==> src/rtl/surf_splitter.sv <==
// Splits the 32-bit TURF-to-SURF stream into eight byte lanes: two beats form
// one 64-bit word, each byte is presented on its own lane with per-lane handshake.
module surf_splitter #(
  parameter bit    TIO_LANE_EN = 1'b1,
  parameter string DEBUG       = "TRUE"
) (
  input  logic        aclk,
  input  logic        aresetn,
  input  logic [31:0] s_ev_tdata,
  input  logic        s_ev_tvalid,
  output logic        s_ev_tready,
  input  logic        s_ev_tlast,
  output logic [63:0] m_axis_tdata,
  output logic [7:0]  m_axis_tvalid,
  input  logic [7:0]  m_axis_tready,
  output logic [7:0]  m_axis_tlast,
  output logic        frame_err_o,
  output logic [15:0] err_count_o
);

  localparam int unsigned LANES  = 8;
  localparam int unsigned BYTE_W = 8;
  localparam int unsigned WORD_W = LANES * BYTE_W;
  localparam int unsigned CNT_W  = 16;

  // Lane 7 only participates in the drain when the TURFIO-local lane is enabled.
  localparam logic [LANES-1:0] LANE_MASK = {TIO_LANE_EN, 7'h7F};

  typedef enum logic [1:0] {
    ST_LOW   = 2'd0,
    ST_HIGH  = 2'd1,
    ST_DRAIN = 2'd2
  } state_t;

  state_t              r_state;
  state_t              w_state_nxt;
  logic [LANES-1:0]    r_pending;
  logic [LANES-1:0]    w_pending_nxt;
  logic                r_ready;
  logic [WORD_W-1:0]   r_data;
  logic                r_last;
  logic                r_frame_err;
  logic [CNT_W-1:0]    r_err_cnt;

  logic                w_in_hs;
  logic [LANES-1:0]    w_lane_hs;
  logic                w_load_lo;
  logic                w_load_hi;
  logic                w_odd_end;

  assign w_in_hs   = s_ev_tvalid & r_ready;
  assign w_lane_hs = r_pending & m_axis_tready;

  // Next-state, pending-lane and load-strobe decode.
  always_comb begin
    w_state_nxt   = r_state;
    w_pending_nxt = r_pending;
    w_load_lo     = 1'b0;
    w_load_hi     = 1'b0;
    w_odd_end     = 1'b0;
    case (r_state)
      ST_LOW: begin
        if (w_in_hs) begin
          w_load_lo = 1'b1;
          if (s_ev_tlast) begin
            w_odd_end     = 1'b1;
            w_pending_nxt = LANE_MASK;
            w_state_nxt   = ST_DRAIN;
          end else begin
            w_state_nxt   = ST_HIGH;
          end
        end
      end
      ST_HIGH: begin
        if (w_in_hs) begin
          w_load_hi     = 1'b1;
          w_pending_nxt = LANE_MASK;
          w_state_nxt   = ST_DRAIN;
        end
      end
      ST_DRAIN: begin
        w_pending_nxt = r_pending & ~w_lane_hs;
        if (w_pending_nxt == '0) begin
          w_state_nxt = ST_LOW;
        end
      end
      default: begin
        w_pending_nxt = '0;
        w_state_nxt   = ST_LOW;
      end
    endcase
  end

  // Control state; input ready is registered from the next state.
  always_ff @(posedge aclk) begin
    if (!aresetn) begin
      r_state   <= ST_LOW;
      r_pending <= '0;
      r_ready   <= 1'b0;
    end else begin
      r_state   <= w_state_nxt;
      r_pending <= w_pending_nxt;
      r_ready   <= (w_state_nxt != ST_DRAIN);
    end
  end

  // Word assembly; an odd-length frame pads the upper half with zeros.
  always_ff @(posedge aclk) begin
    if (!aresetn) begin
      r_data <= '0;
      r_last <= 1'b0;
    end else begin
      if (w_load_lo) begin
        r_data[31:0] <= s_ev_tdata;
      end
      if (w_odd_end) begin
        r_data[63:32] <= '0;
        r_last        <= 1'b1;
      end
      if (w_load_hi) begin
        r_data[55:32] <= s_ev_tdata[23:0];
        r_data[63:56] <= TIO_LANE_EN ? s_ev_tdata[31:24] : 8'h00;
        r_last        <= s_ev_tlast;
      end
    end
  end

  // Framing error pulse and saturating error counter.
  always_ff @(posedge aclk) begin
    if (!aresetn) begin
      r_frame_err <= 1'b0;
      r_err_cnt   <= '0;
    end else begin
      r_frame_err <= w_odd_end;
      if (w_odd_end && !(&r_err_cnt)) begin
        r_err_cnt <= r_err_cnt + CNT_W'(1);
      end
    end
  end

  // Probe attachment point; the event ILA core is bound here at integration.
  if (DEBUG == "TRUE") begin : g_debug
  end

  assign s_ev_tready   = r_ready;
  assign m_axis_tdata  = r_data;
  assign m_axis_tvalid = r_pending;
  assign m_axis_tlast  = {LANES{r_last}};
  assign frame_err_o   = r_frame_err;
  assign err_count_o   = r_err_cnt;

endmodule
==> config.mk <==
export PLATFORM = sky130hd
export DESIGN_NAME = surf_splitter
export DESIGN_NICKNAME = d
export VERILOG_FILES = /design/src/rtl/surf_splitter.sv
export SDC_FILE = /design/constraint.sdc
export NUM_CORES = 1
export LEC_CHECK = 0
export CORE_MARGIN = 4
export CORE_UTILIZATION = 45
export CTS_BUF_LIST = sky130_fd_sc_hd__clkbuf_4 sky130_fd_sc_hd__clkbuf_8
export CTS_CLUSTER_SIZE = 30
export DETAILED_ROUTE_END_ITERATION = 16
export GPL_ROUTABILITY_DRIVEN = 0
export PLACE_DENSITY = 0.82
export REMOVE_ABC_BUFFERS = 1
export SLEW_MARGIN = 0
export SYNTH_ARGS = -nofsm -noshare
export SYNTH_HDL_FRONTEND = slang
export SYNTH_SLANG_ARGS = --single-unit
==> constraint.sdc <==
create_clock -name aclk -period 2.2 [get_ports aclk]
set_input_delay 0.66 -clock aclk [delete_from_list [all_inputs] [get_ports aclk]]
set_output_delay 0.66 -clock aclk [all_outputs]
set_load 0.1 [all_outputs]
### After elaboration in Yosys (flattened, before gate mapping)

Index checks and enable logic that the tools add are counted.

| word-level totals | value |
|---|---|
| bits in registers | 93 |
| input bits | 44 |
| output and inout bits | 98 |
| logic and storage cells | 45 |

| cells by class | value |
|---|---|
| $add $sub $neg | 1 |
| equal/unequal tests | 6 |
| muxes and demuxes | 19 |
| bitwise logic cells | 4 |
| reductions and logical operators | 7 |

Operator list:

| cell | number |
|---|---|
| $mux W32 | 2 |
| $mux W8 | 3 |
| $pmux W8 S3 | 1 |
| $add A16 B1 Y16 const B | 1 |
| $and A8 B8 Y8 | 2 |
| $reduce_and A16 Y1 | 1 |
| $logic_not A8 Y1 | 1 |
| $mux W1 | 8 |
| $mux W2 | 4 |
| $ne A2 B2 Y1 const B | 4 |
| $not A8 Y8 | 1 |
| $pmux W2 S3 | 1 |
| $reduce_and A3 Y1 | 1 |
| $eq A2 B1 Y1 const B | 1 |
| $eq A2 B2 Y1 const B | 1 |
| $logic_not A2 Y1 | 1 |
| $reduce_bool A2 Y1 | 1 |
| $and A1 B1 Y1 | 1 |
| $logic_and A1 B1 Y1 | 1 |
| $logic_not A1 Y1 | 1 |

### Depth between registers and ports, before layout

Gate-level depths: netlist of the first run.

| depth | value |
|---|---|
| depth in word-level cells | 7 |
| gate-level depth with buffers | 6 |
| mapped depth without buffers | 5 |

### Least setup slack after synthesis of the first run

Ideal clock, no wire load.

| path | value |
|---|---|
| path type | reg-to-reg |
| start | reg r_err_cnt[2] (netlist: err_count_o[2]) |
| end | reg r_err_cnt[10] (netlist: err_count_o[10]) |
| setup time | 117 ps |
| arrival | 2234 ps |
| data required time | 2083 ps |
| setup slack | -152 ps |
| stages on the path, launching flop included | 6 |
| path buffers | 1 |
| period minus slack after synthesis | 2352 ps |
| cell sequence | dfxtp_1 -> and2_1 -> clkbuf_1 -> nand2_1 -> or4_1 -> o211a_1 |

| between the ends | value |
|---|---|
| longest elaborated chain between the ends | 3 |
| elaborated cells between the ends (all ways) | 4 |
| classes of those cells | add/sub (1); reduce/logical (3) |

RTL lines:

| item | RTL line | text |
|---|---|---|
| start: declaration | 43 | `logic [CNT_W-1:0] r_err_cnt;` |
| start signal: assignment | 136 | `r_err_cnt <= r_err_cnt + CNT_W'(1);` |
| branches (longest 3 deep; another with $add A16 B1 Y16) | - |  |

Several ways; the timed one is not identified.
A chain may end at the register's enable or synchronous reset.

### Final worst setup path of the first run

| path | value |
|---|---|
| start | in s_ev_tvalid |
| end | reg r_err_cnt[10] (netlist: err_count_o[10]) |

| between the ends | value |
|---|---|
| longest elaborated chain between the ends | 4 |

RTL lines:

| item | RTL line | text |
|---|---|---|
| start: declaration | 10 | `input logic s_ev_tvalid,` |
| $and A1 B1 Y1 | 51 | `assign w_in_hs = s_ev_tvalid & r_ready;` |
| $mux W1 | 63 | `if (w_in_hs) begin` |
| $mux W1 | 61 | `case (r_state)` |
| $logic_and A1 B1 Y1 | 135 | `if (w_odd_end && !(&r_err_cnt)) begin` |

Every way passes these cells.

==> results.py, run 1 <==
metrics = {
    "cts": {
        "postCtsHoldBufs": 0,
        "clock_sinks": 93,
        "cts_setup_buffers": 0,
        "clk_root_buffer_cell": "clkbuf_8",
        "clk_latency_ns": 0.35,
        "path_clk_slew_ns": 0.10,
        "h-tree-depth": 3,
        "ctsResizeCount": 0,
        "cts_tree": "built",
        "cts_buffers": 9,
        "clock_path_buffers": 2,
    },
    "routing": {
        "first_pass_iters": 5,
        "ant_nets": 0,
        "routed_wl_mm": 10.4,
        "remaining_drc_errors": 0,
        "viasPerCell": 5.42,
        "wl_per_cell_um": 15.5,
        "drt_iter0_drc": 169,
        "num_vias": 3649,
    },
    "place": {
        "numPortBuffers": 141,
        "place_area_um2": 5230,
        "pre_cts_slack_ns": -0.203,
        "hpwl_mm": 7.53,
        "place_inst": 657,
    },
    "setup_path": {
        "cp_max_fo": 6,
        "critPathLaunch": "s_ev_tvalid",
        "path_class": "input pin to flop",
        "r2r_start": "err_count_o[0]$_SDFFE_PN0P_",
        "critPathLaunchType": "input pin",
        "required_ns": 2.45,
        "crit_arrival_ns": 2.33,
        "end_kind": "flop",
    },
    "synth": {
        "yosysSeqAreaShare": 0.513,
        "synth-edff-count": 0,
        "ys_warn_count": 0,
        "synth_area_leaders": "dfxtp_1, nand2_1, a21oi_1",
        "syn_area_um2": 3630,
        "synth_top_area_share": 0.513,
        "yosys_most_used_dff": "dfxtp_1",
        "synthesis.instances": 430,
        "syn_area_per_cell_um2": 8.44,
        "yosys-top-cells-count": "dfxtp_1, nand2_1, a21oi_1",
        "ys_ff_latch": 93,
        "synth_top_cell_by_area": "dfxtp_1",
        "yosysMostFrequentCell": "dfxtp_1",
        "async_flop_share": 0,
        "synth_cell_type_count": 39,
    },
    "final_layout": {
        "fin_cells": 673,
        "synthToLayoutAreaGrowth_pct": 50.4,
        "drive_gt1_frac": 0.245,
        "final_cell_area_um2": 5460,
        "nets": 611,
        "n_antenna_cell": 0,
    },
    "global_route": {
        "grt_pass1_wl_mm": 17.2,
        "grt_pass1_vias": 3536,
        "grt_antenna_before_repair": 0,
        "track_usage": 0.215,
        "grt-ovfl-total": 0,
        "grt_max_degree": 79,
    },
    "sta": {
        "slew_headroom": 0.554,
        "skew_ns": 0.0108,
        "final.setup.worst_slack_ns": 0.120,
        "post-route-period-util": 0.945,
        "hold-worst-slack_ns": 0.460,
        "period_minus_slack_ns": 2.08,
        "grt_setup_unrepaired": "false",
        "hold_viol": 0,
        "drv_slew": 0,
        "setup_viol": 0,
        "worst-slew-pin-transition_ns": 0.663,
        "fmaxAchievable_mhz": 481,
    },
    "run_status": {
        "run_status": "complete, no violations",
    },
    "floorplan": {
        "initial_core_util": 0.467,
        "fp.coreArea_um2": 7770,
        "die_x_um": 97.8,
        "rows": 32,
        "die_h_um": 97.8,
        "io_pins": 142,
        "dieArea_um2": 9560,
    },
    "min_path": {
        "hold_path_class": "flop to flop",
        "min_from": "m_axis_tdata[17]$_SDFFE_PN0P_",
    },
    "pwr": {
        "ir_worst_vdd_mv": 0.432,
        "powerDensity_nw_per_um2": 718,
        "p_leak_uw": 0.00214,
    },
    "flow_run": {
        "drv_cap": 0,
    },
}
layout by cell type (no fill, tap or decap), types with 2 or more instances in the layout:
cell	count
nand3_1	3
and3_1	3
nor4_1	4
dfxtp_1	93
o31ai_1	6
bufinv_16	2
nand2_1	91
and2_1	3
a22oi_1	33
buf_4	91
buf_12	27
o41ai_1	2
mux2i_1	3
nor2_1	39
clkdlybuf4s50_1	43
or3_1	6
nand2b_1	7
a21oi_1	53
clkbuf_8	9
o21ai_0	7
nand4_1	6
or4_1	7
nor3_1	4
inv_1	8
inv_6	2
sequential cells by signal, summed over array words and instances (netlist names):
| name | cells |
|---|---|
| err_count_o | 16 |
| frame_err_o | 1 |
| m_axis_tdata | 64 |
| m_axis_tvalid | 8 |
| r_last | 1 |
| r_state | 2 |
| s_ev_tready | 1 |
critical path, stage by stage:
cell and delay (ns):
clkdlybuf4s50_1 0.50, and4bb_1 0.20, buf_4 0.17, nand3_4 0.10, or4_1 0.53, o211a_1 0.16
path summary, 6_finish.rpt:
| kind | endpoint | slack (ns) | cells after the start |
|---|---|---|---|
| worst min-delay path | m_axis_tdata[17]$_SDFFE_PN0P_ | 0.46 | 2 |
| worst max register to register | err_count_o[7]$_SDFFE_PN0P_ | 0.29 | 5 |
| worst min register to register | m_axis_tdata[17]$_SDFFE_PN0P_ | 0.46 | 2 |
| worst max-delay path | err_count_o[10]$_SDFFE_PN0P_ | 0.12 | 6 |
layer usage:
metal  vias up  part of all wire  GRT usage
met4         0             0.013     0.0777
met1      1700              0.42      0.276
met5         -                 0          0
li1       1756                 -          -
met2       178              0.48      0.353
met3        15             0.085     0.0521
through the flow:
step | util | total power (µW) | setup TNS, ns
detailed placement | 0.673 | 2690 | -1.61
finish | 0.702 | 3920 | 0
global placement | 0.673 | 2680 | -0.893
CTS | 0.702 | 3960 | 0
global route | 0.702 | 4060 | 0
floorplan | - | 2380 | -51.61
cells by family after synthesis:
family	after synthesis	synth area share
AND/OR/NAND/NOR	181	0.234
AO/OA/AOI/OAI	107	0.182
flip-flops	93	0.513
buffers and inverters	45	0.0593
multiplexers	3	0.00828
adder cells (fa/ha/maj)	1	0.00345
final cells by class:
cell class,count,area [µm²]
Clock buffer,10,131
Clock inverter,6,93.8
Fill cell,613,2310
Inverter,9,33.8
Multi-Input combinational cell,292,1550
Sequential cell,93,1860
Tap cell,102,128
Timing Repair Buffer,161,1650
report_power, final:
part	internal (µW)	leakage [µW]	total (µW)	switching, µW
sequential	1740	0.000754	1770	37.1
combinational	248	0.00128	876	629
clock	663	0.000111	1270	604
Power figures use the tool's default switching activity.
==> run 2, diff against run 1 <==
--- a/config.mk
+++ b/config.mk
@@ -6,13 +6,14 @@
 export NUM_CORES = 1
 export LEC_CHECK = 0
 export CORE_MARGIN = 4
-export CORE_UTILIZATION = 45
-export CTS_BUF_LIST = sky130_fd_sc_hd__clkbuf_4 sky130_fd_sc_hd__clkbuf_8
+export CORE_UTILIZATION = 43
+export CTS_BUF_LIST = sky130_fd_sc_hd__clkbuf_16
 export CTS_CLUSTER_SIZE = 30
 export DETAILED_ROUTE_END_ITERATION = 16
 export GPL_ROUTABILITY_DRIVEN = 0
-export PLACE_DENSITY = 0.82
+export PLACE_DENSITY = 0.79
 export REMOVE_ABC_BUFFERS = 1
+export SKIP_CTS_REPAIR_TIMING = 1
 export SLEW_MARGIN = 0
 export SYNTH_ARGS = -nofsm -noshare
 export SYNTH_HDL_FRONTEND = slang
==> run 2 against run 1 <==
  * Final cell count grew 0.74%
  * Power is 15% higher
  * Clock power is 46% higher
  * Sequential cell count unchanged
  * Die area is 4.3% higher
  * Routed wire length about the same
  * Clock-buffer cell count decreased by 1
  * Sequential power hardly changed
  * Combinational power barely moved
  * Worst setup slack improved by 0.061 ns
  * Design area increased by 3.1%
  * Maximum frequency up 3.0%
  * Critical endpoint unchanged
  * Largest cell class unchanged
==> results.py, run 2 (synthesis results as in run 1) <==
metrics = {
    "run_status": {
        "run_status": "complete, no violations",
    },
    "pwr": {
        "powerDensity_nw_per_um2": 802,
        "p_leak_uw": 0.00223,
        "ir_worst_vdd_mv": 0.469,
    },
    "cts": {
        "clk_root_buffer_cell": "clkbuf_16",
        "cts_buffers": 9,
        "h-tree-depth": 3,
        "cts_tree": "built",
        "clock_sinks": 93,
        "clk_latency_ns": 0.32,
        "clock_path_buffers": 2,
        "path_clk_slew_ns": 0.07,
    },
    "sta": {
        "slew_headroom": 0.557,
        "drv_slew": 0,
        "hold-worst-slack_ns": 0.458,
        "skew_ns": 0.00622,
        "fmaxAchievable_mhz": 495,
        "post-route-period-util": 0.918,
        "final.setup.worst_slack_ns": 0.181,
        "period_minus_slack_ns": 2.02,
        "worst-slew-pin-transition_ns": 0.658,
        "setup_tns_ns": 0,
        "grt_setup_unrepaired": "false",
        "hold_viol": 0,
        "setup_viol": 0,
    },
    "floorplan": {
        "rows": 33,
        "dieArea_um2": 9970,
        "initial_core_util": 0.441,
        "die_h_um": 99.8,
        "fp.coreArea_um2": 8220,
        "die_x_um": 99.8,
        "io_pins": 142,
    },
    "setup_path": {
        "required_ns": 2.42,
        "crit_arrival_ns": 2.24,
        "path_class": "input pin to flop",
        "reg2reg_depth": 5,
        "end_kind": "flop",
        "critPathLaunchType": "input pin",
        "cp_max_fo": 7,
    },
    "routing": {
        "viasPerCell": 5.31,
        "routed_wl_mm": 10.4,
        "num_vias": 3602,
        "remaining_drc_errors": 0,
        "ant_nets": 0,
        "drt_iter0_drc": 134,
        "wl_per_cell_um": 15.4,
        "first_pass_iters": 5,
    },
    "global_route": {
        "grt_antenna_before_repair": 0,
        "grt_pass1_vias": 3539,
        "grt-ovfl-total": 0,
        "grt_max_degree": 36,
        "track_usage": 0.206,
        "grt_pass1_wl_mm": 17.0,
    },
    "flow_run": {
        "drv_cap": 0,
    },
    "min_path": {
        "hold_path_class": "flop to flop",
        "whs_path_depth": 2,
    },
    "final_layout": {
        "drive_gt1_frac": 0.244,
        "synthToLayoutAreaGrowth_pct": 55.1,
        "multi_input_area_um2": 1550,
        "nets": 613,
        "regArea_um2": 1860,
        "largest_register_ffs": 64,
        "mostFrequentLayoutCell": "dfxtp_1",
        "n_antenna_cell": 0,
        "n_fill_cell": 631,
        "final_cell_mix": "dfxtp_1, buf_4, nand2_1",
    },
    "place": {
        "pre_cts_slack_ns": -0.156,
        "numPortBuffers": 141,
        "hpwl_mm": 7.56,
    },
}
[run 2: routing by layer]
metal / routed length [µm] / up-vias / global-route usage / part of all wire
li1: - / 1764 / - / -
met1: 4360 / 1714 / 0.257 / 0.42
met2: 5280 / 116 / 0.351 / 0.51
met3: 691 / 8 / 0.0473 / 0.066
met4: 104 / 0 / 0.0693 / 0.010
met5: 0 / - / 0 / 0
[run 2: final cells by class]
type	count	share of cell area
clock buffers	9	0.0400
clock inverters	7	0.0247
inverters	9	0.00600
multi-input cells	292	0.276
flip-flops and latches	93	0.331
well taps	105	0.0233
repair buffers	163	0.299
[run 2: final timing paths]
| path | startpoint | endpoint | slack, ns |
|---|---|---|---|
| hold / removal | m_axis_tdata[16]$_SDFFE_PN0P_ | m_axis_tdata[16]$_SDFFE_PN0P_ | 0.46 |
| setup / recovery | s_ev_tvalid | err_count_o[10]$_SDFFE_PN0P_ | 0.18 |
| setup reg to reg | err_count_o[0]$_SDFFE_PN0P_ | err_count_o[7]$_SDFFE_PN0P_ | 0.30 |
| hold reg to reg | m_axis_tdata[16]$_SDFFE_PN0P_ | m_axis_tdata[16]$_SDFFE_PN0P_ | 0.46 |
[run 2: report_power, final]
group	switching, µW	leakage (µW)	internal [µW]
combinational	627	0.00129	252
clock	628	0.000184	1230
sequential	41.3	0.000754	1740
[run 2: worst max-delay path, cell delays in order]
cell             delay, ns
clkdlybuf4s50_1       0.48
and4bb_1              0.20
buf_4                 0.17
nand3_4               0.09
or4_1                 0.50
o211a_1               0.14
[run 2: through the flow]
stage	std cells	instance area, µm²	utilization	total power [µW]
after floorplan	394	3450	-	2380
after global placement	662	5260	0.640	2690
after detailed placement	662	5260	0.640	2700
after CTS	678	5630	0.685	4550
after global routing	678	5630	0.685	4670
final	678	5630	0.685	4510
==> run 3, diff against run 2 <==
--- a/config.mk
+++ b/config.mk
@@ -5,13 +5,14 @@
 export SDC_FILE = /design/constraint.sdc
 export NUM_CORES = 1
 export LEC_CHECK = 0
+export ABC_AREA = 1
 export CORE_MARGIN = 4
-export CORE_UTILIZATION = 43
+export CORE_UTILIZATION = 44
 export CTS_BUF_LIST = sky130_fd_sc_hd__clkbuf_16
 export CTS_CLUSTER_SIZE = 30
 export DETAILED_ROUTE_END_ITERATION = 16
 export GPL_ROUTABILITY_DRIVEN = 0
-export PLACE_DENSITY = 0.79
+export PLACE_DENSITY = 0.8
 export REMOVE_ABC_BUFFERS = 1
 export SKIP_CTS_REPAIR_TIMING = 1
 export SLEW_MARGIN = 0
==> run 3 against run 2 <==
  * Highest routed layer unchanged
  * Largest power group is now sequential cells
  * Critical path type unchanged
  * Combinational power is 18% higher
  * Clock-buffer cell count stayed put
  * Clock power is 10% lower
  * Worst hold slack better by 0.0052 ns
  * Sequential cell count stayed put
==> results.py, run 3 <==
metrics = {
    "run_status": {
        "run_status": "complete, no violations",
    },
    "place": {
        "numPortBuffers": 141,
        "pre_cts_slack_ns": 0.0652,
        "place_inst": 731,
        "hpwl_mm": 7.54,
        "place_area_um2": 5300,
    },
    "floorplan": {
        "die_h_um": 101,
        "die_x_um": 101,
        "fp.coreArea_um2": 8260,
        "initial_core_util": 0.457,
        "dieArea_um2": 10100,
        "rows": 33,
        "io_pins": 142,
    },
    "final_layout": {
        "final_cell_area_um2": 5620,
        "synthToLayoutAreaGrowth_pct": 49.2,
        "n_fill_cell": 673,
        "largest_register_ffs": 64,
        "final_cell_mix": "nand2_1, nor2_1, dfxtp_1",
        "fin_cells": 747,
        "mostFrequentLayoutCell": "nand2_1",
        "drive_gt1_frac": 0.218,
        "nets": 682,
        "n_antenna_cell": 0,
    },
    "synth": {
        "synthAdderAreaFrac": 0.00332,
        "synth_top_family_by_area": "simple AND/OR/NAND/NOR gates",
        "yosysSeqAreaShare": 0.494,
        "syn_area_um2": 3770,
        "synth-xor-area-share": 0.0139,
        "synth_top_cell_by_area": "dfxtp_1",
        "ys_ff_latch": 93,
        "synth_compound_area_frac": 0.133,
        "synth-edff-count": 0,
        "synth_mux_area_frac": 0,
        "syn_area_per_cell_um2": 7.47,
        "yosysMostFrequentCell": "nand2_1",
        "synth_top_area_share": 0.494,
        "ys_warn_count": 0,
        "async_flop_share": 0,
        "yosys-top-cells-count": "nand2_1, nor2_1, dfxtp_1",
        "yosys_most_used_dff": "dfxtp_1",
        "yosys.area_share.simple": 0.282,
        "synth_cell_type_count": 30,
        "synth_area_leaders": "dfxtp_1, nand2_1, nor2_1",
        "synthesis.instances": 505,
    },
    "sta": {
        "fmaxAchievable_mhz": 548,
        "slew_headroom": 0.711,
        "worst-slew-pin-transition_ns": 0.433,
        "drv_slew": 0,
        "post-route-period-util": 0.830,
        "setup_viol": 0,
        "hold_viol": 0,
        "period_minus_slack_ns": 1.83,
        "grt_setup_unrepaired": "false",
        "setup_tns_ns": 0,
        "final.setup.worst_slack_ns": 0.374,
        "skew_ns": 0.00863,
    },
    "routing": {
        "drt_iter0_drc": 158,
        "ant_nets": 0,
        "viasPerCell": 4.95,
        "remaining_drc_errors": 0,
        "first_pass_iters": 4,
        "wl_per_cell_um": 14.1,
        "num_vias": 3700,
        "routed_wl_mm": 10.5,
    },
    "global_route": {
        "track_usage": 0.210,
        "grt_max_degree": 33,
        "grt_pass1_vias": 3579,
        "grt_antenna_before_repair": 0,
        "grt_pass1_wl_mm": 17.1,
        "grt-ovfl-total": 0,
    },
    "cts": {
        "cts_tree": "built",
        "clock_path_buffers": 2,
        "clock_sinks": 93,
        "h-tree-depth": 3,
        "path_clk_slew_ns": 0.07,
        "clk_latency_ns": 0.34,
        "clk_root_buffer_cell": "clkbuf_16",
        "cts_buffers": 9,
    },
    "min_path": {
        "hold_path_class": "flop to flop",
    },
    "pwr": {
        "ir_worst_vdd_mv": 0.400,
        "powerDensity_nw_per_um2": 802,
        "p_leak_uw": 0.00235,
        "power.total_uw": 4510,
    },
    "setup_path": {
        "end_kind": "flop",
        "critPathLaunchType": "input pin",
        "crit_arrival_ns": 2.03,
        "cp_max_fo": 10,
        "path_class": "input pin to flop",
        "required_ns": 2.41,
    },
    "flow_run": {
        "drv_cap": 0,
    },
}
==> run 3: changes by cell type in the layout (fill, tap and decap cells not counted), sizes merged, moves of 11 or more <==
cell and delta:
inv +16, nor2 +63, nand2 +36, a22oi -32
buf -11, o21ai +28
==> run 3: metrics by stage <==
step | util | hold WS, ns
finish | 0.681 | 0.463
detailed placement | 0.642 | 0.452
global route | 0.681 | 0.484
floorplan | - | 0.546
CTS | 0.681 | 0.463
global placement | 0.642 | 0.449
==> run 3: cell families (layout without fill, tap and decap cells) <==
family	count (synthesis)	after routing
simple gates	254	254
compound gates	93	93
xor+xnor	6	6
flops	93	93
buf+inv	58	195
fa+ha+maj	1	1
==> run 3: path summary, 6_finish.rpt <==
path,start,cells after the start,slack (ns),to
max,s_ev_tvalid,8,0.37,err_count_o[11]$_SDFFE_PN0P_
min,m_axis_tdata[61]$_SDFFE_PN0P_,2,0.46,m_axis_tdata[61]$_SDFFE_PN0P_
max reg2reg,err_count_o[1]$_SDFFE_PN0P_,7,0.41,err_count_o[11]$_SDFFE_PN0P_
min reg2reg,m_axis_tdata[61]$_SDFFE_PN0P_,2,0.46,m_axis_tdata[61]$_SDFFE_PN0P_
==> run 3: metal layers <==
| metal | GRT usage | wire length [µm] |
|---|---|---|
| met1 | 0.240 | 4240 |
| met5 | 0 | 0 |
| met4 | 0.0777 | 129 |
| met2 | 0.358 | 5090 |
| met3 | 0.0768 | 1050 |
==> run 3: critical path: stages <==
cell and delay [ns]:
clkdlybuf4s50_1 0.47, nand2_2 0.12, inv_1 0.13, nand2_1 0.06, nor2_1 0.24, o21ai_4 0.16, nand2_1 0.10, a21oi_1 0.08
==> run 3: layout make-up <==
| type | count | area (µm²) | share of cell area |
|---|---|---|---|
| clock inverter | 7 | 95.1 | 0.0169 |
| clock buffer | 9 | 225 | 0.0401 |
| tap | 105 | 131 | 0.0234 |
| inverter | 27 | 106 | 0.0189 |
| sequential | 93 | 1860 | 0.331 |
| timing repair buffer | 152 | 1570 | 0.280 |
| multi-input combinational | 354 | 1630 | 0.290 |
==> run 3: where the power goes <==
part	switching (µW)	internal, µW	total, µW
Sequential	43.5	1760	1800
Clock	664	1000	1660
Combinational	781	263	1040
